**config.mk**
```make
export PLATFORM = sky130hd
export DESIGN_NAME = product_bcd_converter_flat
export DESIGN_NICKNAME = d
export VERILOG_FILES = /design/src/rtl/disp_pkg.sv /design/src/rtl/product_bcd_converter_if.sv /design/src/rtl/bcd_digit_adjust.sv /design/src/rtl/product_bcd_converter.sv /design/src/flat_wrapper.sv
export SDC_FILE = /design/constraint.sdc
export NUM_CORES = 1
export LEC_CHECK = 0
export ABC_AREA = 1
export BUFFER_PORTS_ARGS = -buffer_cell sky130_fd_sc_hd__buf_2
export CELL_PAD_IN_SITES_DETAIL_PLACEMENT = 2
export CELL_PAD_IN_SITES_GLOBAL_PLACEMENT = 2
export CORE_MARGIN = 2
export CORE_UTILIZATION = 31
export CTS_CLUSTER_DIAMETER = 60
export DETAILED_ROUTE_END_ITERATION = 8
export MAX_ROUTING_LAYER = met4
export PLACE_DENSITY_LB_ADDON = 0.1
export SYNTH_ARGS = -nofsm -noshare
export SYNTH_HDL_FRONTEND = slang
export SYNTH_SLANG_ARGS = --single-unit
```
**constraint.sdc**
```tcl
create_clock -name clock -period 1.25 [get_ports clock]
set_input_delay 0.0625 -clock clock [delete_from_list [all_inputs] [get_ports clock]]
set_output_delay 0.0625 -clock clock [all_outputs]
set_load 0.02 [all_outputs]
```
**src/rtl/disp_pkg.sv**
```systemverilog
// rtl/disp_pkg.sv - shared display-path types and constants
`timescale 1ns/1ps
package disp_pkg;

    typedef enum logic [0:0] {
        IDLE  = 1'b0,
        SHIFT = 1'b1
    } conv_state_t;

    // Width of one BCD digit
    localparam int DIGIT_W        = 4;
    // Digits at or above this value get +3 before each shift
    localparam int ADD3_THRESHOLD = 5;

    // Defaults shared with the multiplier and the display driver
    localparam int DEFAULT_PROD_W = 8;
    localparam int DEFAULT_NDIG   = 3;

endpackage

```
**src/rtl/product_bcd_converter_if.sv**
```systemverilog
// rtl/product_bcd_converter_if.sv - product-in / sign+BCD-out handshake bundle
`timescale 1ns/1ps
interface product_bcd_converter_if
    import disp_pkg::*;
#(
    parameter int PROD_W = DEFAULT_PROD_W,
    parameter int NDIG   = DEFAULT_NDIG
);

    logic [PROD_W-1:0]       product;
    logic                    start;
    logic                    busy;
    logic                    done;
    logic                    sign;
    logic [DIGIT_W*NDIG-1:0] bcd;

    // Multiplier side: supplies the operand and the request
    modport master (
        output product,
        output start,
        input  busy,
        input  done,
        input  sign,
        input  bcd
    );

    // Converter side
    modport slave (
        input  product,
        input  start,
        output busy,
        output done,
        output sign,
        output bcd
    );

endinterface

```
**src/rtl/bcd_digit_adjust.sv**
```systemverilog
// rtl/bcd_digit_adjust.sv - combinational double-dabble "if >= 5 add 3" digit cell
`timescale 1ns/1ps
module bcd_digit_adjust
    import disp_pkg::*;
(
    input  logic [DIGIT_W-1:0] digit_in,
    output logic [DIGIT_W-1:0] digit_out
);

    // Pre-correct so the following left shift carries into the next decade
    always_comb begin
        digit_out = digit_in;
        if (digit_in >= DIGIT_W'(ADD3_THRESHOLD)) begin
            digit_out = digit_in + DIGIT_W'(3);
        end
    end

endmodule

```
**src/rtl/product_bcd_converter.sv**
```systemverilog
// rtl/product_bcd_converter.sv - sequential signed product to sign + BCD converter
`timescale 1ns/1ps
module product_bcd_converter
    import disp_pkg::*;
#(
    parameter int PROD_W = DEFAULT_PROD_W,
    parameter int NDIG   = DEFAULT_NDIG
) (
    input  logic                    clock,
    input  logic                    reset_n,
    product_bcd_converter_if.slave  bus
);

    localparam int BCD_W = DIGIT_W * NDIG;
    localparam int CNT_W = $clog2(PROD_W + 1);

    // The largest magnitude, 2^(PROD_W-1), must fit in NDIG decimal digits
    if (10 ** NDIG <= 2 ** (PROD_W - 1)) begin : g_range_check
        $error("product_bcd_converter: NDIG too small for PROD_W");
    end

    conv_state_t       state, state_next;
    logic [PROD_W-1:0] mag, mag_next;
    logic [BCD_W-1:0]  scratch, scratch_next, scratch_adj;
    logic [CNT_W-1:0]  count, count_next;
    logic              sign_cap, sign_cap_next;
    logic              sign_q, sign_next;
    logic [BCD_W-1:0]  bcd_q, bcd_next;
    logic              done_q, done_next;

    logic [BCD_W+PROD_W-1:0] shifted;

    for (genvar d = 0; d < NDIG; d++) begin : g_adjust
        bcd_digit_adjust u_adjust (
            .digit_in  (scratch[d*DIGIT_W +: DIGIT_W]),
            .digit_out (scratch_adj[d*DIGIT_W +: DIGIT_W])
        );
    end

    assign shifted  = {scratch_adj, mag} << 1;

    assign bus.busy = (state == SHIFT);
    assign bus.done = done_q;
    assign bus.sign = sign_q;
    assign bus.bcd  = bcd_q;

    // State register
    always_ff @(posedge clock or negedge reset_n) begin
        if (!reset_n) begin
            state <= IDLE;
        end else begin
            state <= state_next;
        end
    end

    // Next-state and datapath update; outputs only change on the final shift
    always_comb begin
        state_next    = state;
        mag_next      = mag;
        scratch_next  = scratch;
        count_next    = count;
        sign_cap_next = sign_cap;
        sign_next     = sign_q;
        bcd_next      = bcd_q;
        done_next     = 1'b0;

        case (state)
            IDLE: begin
                if (bus.start) begin
                    sign_cap_next = bus.product[PROD_W-1];
                    // Most-negative input negates to itself, which is the correct unsigned magnitude
                    mag_next      = bus.product[PROD_W-1] ? PROD_W'(-bus.product) : bus.product;
                    scratch_next  = '0;
                    count_next    = '0;
                    state_next    = SHIFT;
                end
            end
            SHIFT: begin
                scratch_next = shifted[BCD_W+PROD_W-1 -: BCD_W];
                mag_next     = shifted[PROD_W-1:0];
                count_next   = count + CNT_W'(1);
                if (count == CNT_W'(PROD_W - 1)) begin
                    bcd_next   = shifted[BCD_W+PROD_W-1 -: BCD_W];
                    sign_next  = sign_cap;
                    done_next  = 1'b1;
                    state_next = IDLE;
                end
            end
            default: begin
                state_next = IDLE;
            end
        endcase
    end

    // Datapath and output registers
    always_ff @(posedge clock or negedge reset_n) begin
        if (!reset_n) begin
            mag      <= '0;
            scratch  <= '0;
            count    <= '0;
            sign_cap <= 1'b0;
            sign_q   <= 1'b0;
            bcd_q    <= '0;
            done_q   <= 1'b0;
        end else begin
            mag      <= mag_next;
            scratch  <= scratch_next;
            count    <= count_next;
            sign_cap <= sign_cap_next;
            sign_q   <= sign_next;
            bcd_q    <= bcd_next;
            done_q   <= done_next;
        end
    end

endmodule
```
**src/flat_wrapper.sv**
```systemverilog
// flat-port wrapper written by rule: the top's interface ports become plain ports
module product_bcd_converter_flat import disp_pkg::*;
#(
    parameter int PROD_W = DEFAULT_PROD_W,
    parameter int NDIG   = DEFAULT_NDIG
)
  (clock, reset_n, bus_product, bus_start, bus_busy, bus_done, bus_sign, bus_bcd);
  product_bcd_converter_if #(.PROD_W(PROD_W), .NDIG(NDIG)) bus_i ();
  input  logic clock;
  input  logic reset_n;
  input wire logic [$bits(bus_i.product)-1:0] bus_product;
  input wire logic [$bits(bus_i.start)-1:0] bus_start;
  output wire logic [$bits(bus_i.busy)-1:0] bus_busy;
  output wire logic [$bits(bus_i.done)-1:0] bus_done;
  output wire logic [$bits(bus_i.sign)-1:0] bus_sign;
  output wire logic [$bits(bus_i.bcd)-1:0] bus_bcd;
  assign bus_i.product = bus_product;
  assign bus_i.start = bus_start;
  assign bus_busy = bus_i.busy;
  assign bus_done = bus_i.done;
  assign bus_sign = bus_i.sign;
  assign bus_bcd = bus_i.bcd;
  product_bcd_converter #(.PROD_W(PROD_W), .NDIG(NDIG)) u_core (.clock(clock), .reset_n(reset_n), .bus(bus_i));
endmodule
```
======== Word level (Yosys, flattened, before mapping) ========
Index checks and enable logic that the tools add are counted.
cells by class
  muxes and demuxes ....................... 15
  reductions and logical operators ........ 2
  equal/unequal tests ..................... 2
  bitwise operators ....................... 1
  add/sub/neg operators ................... 5
  order comparisons ....................... 3
operators by type and width
  cell                                                                   count
  12-bit one-hot mux with 2 select lines                                 1
  8-bit 2-to-1 mux                                                       2
  8-bit one-hot mux with 2 select lines                                  1
  4-bit by 3-bit >= comparator with 1-bit output, second input constant  3
  12-bit 2-to-1 mux                                                      1
  4-bit 2-to-1 mux                                                       3
  4-bit by 2-bit adder with 4-bit output, second input constant          2
  8-bit negation                                                         1
  4-bit one-hot mux with 2 select lines                                  1
  4-bit by 1-bit adder with 4-bit output, second input constant          1
  4-bit by 3-bit == test with 1-bit output, second input constant        1
  1-bit 2-to-1 mux                                                       4
  2-bit AND reduction                                                    2
  3-bit by 2-bit adder with 3-bit output, second input constant          1
  3-bit 2-to-1 mux                                                       1
  2-bit inequality test, second input constant                           1
  1-bit one-hot mux with 2 select lines                                  1
  1-bit inverter                                                         1
storage, ports and cells
  register bits ........................... 40
  output and inout bits ................... 15

======== Longest topological paths before layout ========
  depth in word-level cells ............... 4
  depth in mapped cells ................... 8
  mapped depth without buffers ............ 8

======== Cells and area by module ========
Synthesis repeated with hierarchy kept, for this count alone.
second synthesis, totals
  cell total of the unflattened synthesis .. 250
  area total of the unflattened synthesis .. 2148.3 µm²
modules (own cells, without submodules)
  module                 area each (µm²)  sequential area each (µm²)  instances  cells each
  product_bcd_converter  1742.9           1001.0                      1          181
  bcd_digit_adjust       135.1            0.0                         3          23

======== Worst setup path before layout ========
OpenSTA, ideal clock, no wires.
  kind .................................... register to register
  start ................................... register u_core.scratch[0]
  end ..................................... register u_core.scratch[1]
  slack ................................... -0.058 ns
  data arrival time ....................... 1.243 ns
  setup time .............................. 0.065 ns
  buffers on the path ..................... 0
  cell stages (with the launch flop) ...... 9
  cell sequence ........................... dfrtp_1 -> inv_1 -> ha_1 -> inv_1 -> o21ai_0 -> nand2_1 -> nand2_1 -> nand3_1 -> nand2_1
on the way
  cells in the longest elaborated chain, start to end .. 3
  elaborated cells between the ends (all ways) .. 4
  classes of those cells .................. 1 x add/sub; 1 x order compare; 2 x mux
RTL lines
  what                                                                                                      line                                            source
  start, declared                                                                                           product_bcd_converter.sv:24                     logic [BCD_W-1:0] scratch, scratch_next, scratch_adj;
  start signal, assigned                                                                                    product_bcd_converter.sv:107                    scratch <= scratch_next;
  4-bit by 2-bit adder with 4-bit output or 4-bit by 3-bit >= comparator with 1-bit output (tied branches)  bcd_digit_adjust.sv:14, bcd_digit_adjust.sv:13
  4-bit 2-to-1 mux (*)                                                                                      bcd_digit_adjust.sv:13                          if (digit_in >= DIGIT_W'(ADD3_THRESHOLD)) begin
  12-bit one-hot mux with 2 select lines (*)                                                                product_bcd_converter.sv:67                     case (state)
Every way passes the cells marked *; elsewhere a longest branch is shown, timed or not.
A chain may end at the register's enable or synchronous reset.

======== Final worst setup path ========
  start ................................... register u_core.scratch[4]
  end ..................................... register u_core.bcd_q[5] (netlist: u_core.bus.bcd[5])
on the way
  cells in the longest elaborated chain, start to end .. 2
  elaborated cells between the ends (all ways) .. 3
  classes of those cells .................. 1 x add/sub; 1 x order compare; 1 x mux
RTL lines
  what                                                                                                      line                                            source
  4-bit by 2-bit adder with 4-bit output or 4-bit by 3-bit >= comparator with 1-bit output (tied branches)  bcd_digit_adjust.sv:14, bcd_digit_adjust.sv:13
  4-bit 2-to-1 mux (*)                                                                                      bcd_digit_adjust.sv:13
  end signal, assigned                                                                                      product_bcd_converter.sv:111                    bcd_q <= bcd_next;
  end, declared                                                                                             product_bcd_converter.sv:28                     logic [BCD_W-1:0] bcd_q, bcd_next;
Marks and branches as above.

==> results.toml <==
[yosys]
synth_top_family_by_area = "simple AND/OR/NAND/NOR gates"
yosysTopAreaCellShare_pct = 50.7
synth_cell_types = 25
synth_edf_count = 0
netlist_top_cells_area = "dfrtp_1, nand2_1, nand3_1"
ys_seq_elements = 40
synth_compound_area_share_pct = 13.2
async_reset_ff_share_pct = 100
ys.flop_type = "dfrtp_1"
synth-xor-area-share_pct = 0.444
ys_seq_area_share_pct = 50.7
synthesis.area_sq_um = 1970
synthMuxAreaShare_pct = 0
syn_area_per_cell_sq_um = 8.50
yosys.area_share.simple_pct = 23.6
netlist_instances = 232
synth_area_leader_cell = "dfrtp_1"
yosysMostFrequentCell = "nand2_1"
synth_warnings = 0
syn_nets = 251
synth_fa_ha_area_share_pct = 5.07
synthTopCellsByCount = "nand2_1, dfrtp_1, nand3_1"

[floorplan]
top_level_ports = 26
die_y_um = 83.8
num_rows = 29
fp.coreArea_sq_um = 6240
die_x_um = 83.8
start_util_pct = 31.6
dieArea_sq_um = 7020

[global_routing]
grt_first_pass_wirelength_mm = 10.1
grt_max_degree = 41
grt_usage_pct = 18.9
grt_pass1_vias = 2121
antenna_found_initial = 0
overflow = 0

[timing]
rsz0062_at_grt = "true"
worst_slack_ns = -0.134
min_period_ns = 1.38
setup_viol = 17
fmax_ghz = 0.722
hold_violations = 0
final.setup.tns_ns = -0.982
finClkSkew_ns = 0.0163
drv_slew = 0
finalCritPeriodShare_pct = 111
tightest_slew_ns = 0.322
max_slew_margin_pct = 78.5

[pwr]
p_per_area_nw_per_um2 = 2790
power_leakage_uw = 0.00143
ir_drop_mv = 1.12

[flow_run]
cap_violations = 0

[final_layout]
diodes = 0
drive_gt1_share_pct = 45.9
area_growth_pct = 46.9
fin_cells = 373
nets = 315

[routing]
drt_wl_total_mm = 6.91
drc = 0
drtIter0Drc = 88
avgViaCountPerCell = 5.06
ant_nets = 0
vias = 1886
wire_per_inst_um = 18.5
first_pass_iters = 4

[critical_path]
crit_fanout = 3
cp.arrival_ns = 1.57
worstPathRequired_ns = 1.44
cp-end-kind = "register"
crit_type = "reg2reg"
startpoint_type = "register"

[hold_path]
min_path_type = "in2reg"

[placement]
portBuffers = 25
place_inst = 348
dp_hpwl_mm = 4.10
gp_congestion = 0.806

[cts]
worstSkewPairLatency_ns = 0.30
cts_max_level = 2
ctsRootBufferMaster = "clkbuf_8"
clk_pin_slew_ns = 0.08
cts_sinks = 40
cts_inserted_buffers = 5
clock_path_buffers = 2
cts_tree = "built"

[run_status]
violations = "setup timing"
status = "finished with violations"
final cells by class:
type | count | area [sq um]
clock buffer | 7 | 96.3
fill | 691 | 3340
inverter | 25 | 104
multi-input combinational | 161 | 1130
sequential | 40 | 1000
tap | 77 | 96.3
timing repair buffer | 62 | 459
timing repair inverter | 1 | 6.26
timing repair:
item	CTS	global route
pin swaps	11	36
endpoints found under the hold margin	40	0
gates resized for setup	48	51
hold buffers	1	0
gates cloned	0	2
buffers inserted	6	9
endpoints found under the setup margin	22	28
state kept, by name, summed over array words and instances, names as in the netlist:
signal	count
u_core.bus.done	1
u_core.bus.sign	1
u_core.mag	8
u_core.scratch	12
u_core.bus.bcd	12
u_core.count	4
u_core.sign_cap	1
u_core.bus.busy	1
stage by stage:
step / util (%) / hold WS, ns / power (uW) / cell area, sq um / setup slack, ns
finish: 46.5 / 0.0732 / 8090 / 2900 / -0.134
global route: 46.5 / 0.0888 / 8680 / 2900 / -0.200
CTS: 42.2 / 0.0506 / 7040 / 2630 / -0.0388
detailed placement: 37.1 / 0.0562 / 5320 / 2310 / -0.201
global placement: 37.1 / 0.0560 / 5150 / 2310 / -0.0778
floorplan: - / -0.233 / 4120 / 1970 / 0.0268
final timing paths:
kind,startpoint,endpoint,slack [ns],cells past startpoint
setup / recovery,u_core.scratch[4],u_core.bus.bcd[5],-0.13,7
hold / removal,bus_product[6],u_core.mag[6],0.07,4
min in group asynchronous,reset_n,u_core.scratch[9],0.26,3
max in group asynchronous,reset_n,u_core.bus.busy,0.75,3
hold reg to reg,u_core.bus.bcd[2],u_core.bus.bcd[2],0.47,2
setup reg to reg,u_core.scratch[4],u_core.bus.bcd[5],-0.13,7
logic make-up (layout without fill, tap and decap cells):
kind of cell,Yosys count,count (layout)
fa+ha+maj,8,8
simple gates,109,109
compound gates,43,43
xor+xnor,1,1
buf+inv,31,95
flops,40,40
placed cells by master, fill, tap and decap left out, types with 2 or more instances in the layout:
cell,synthesis,routed
o21ai_2,2,5
buf_12,0,2
ha_2,0,2
nand2_2,1,7
dfrtp_1,40,38
o211ai_1,2,2
nand2_1,64,50
clkbuf_8,0,7
dfrtp_2,0,2
nand2_4,0,8
nand3_2,0,16
inv_1,24,12
o21ai_4,0,2
o21ai_0,21,11
a22oi_1,8,8
nor2_2,1,3
nand4_1,3,3
buf_4,3,30
o22ai_1,4,3
ha_4,0,5
o21ai_1,1,6
nor2_1,9,7
buf_2,2,25
a21oi_1,2,2
inv_4,0,2
inv_2,1,11
buf_6,1,3
nand3_1,30,12
nand3_4,0,2
report_power, final:
part	switching (uW)	leakage (uW)	internal [uW]
sequential	449	0.000499	1890
clock	462	0.0000503	492
combinational	2770	0.000881	2030
total	3680	0.00143	4410
per-layer routing:
metal  GRT usage (%)  up-vias  part of all wire [%]
li1                -      903                     -
met5               -        -                     0
met3            3.46        8                   2.7
met4            6.74        0                   1.4
met1            20.9      943                    42
met2            33.8       32                    54
worst max-delay path, stage by stage (launching register included):
cell,delay [ns]
dfrtp_1,0.43
inv_2,0.12
ha_4,0.17
inv_4,0.05
o21ai_4,0.21
nand3_2,0.17
nand3_2,0.10
nand2_1,0.05
Note: power is estimated with default switching activity, not from simulation.
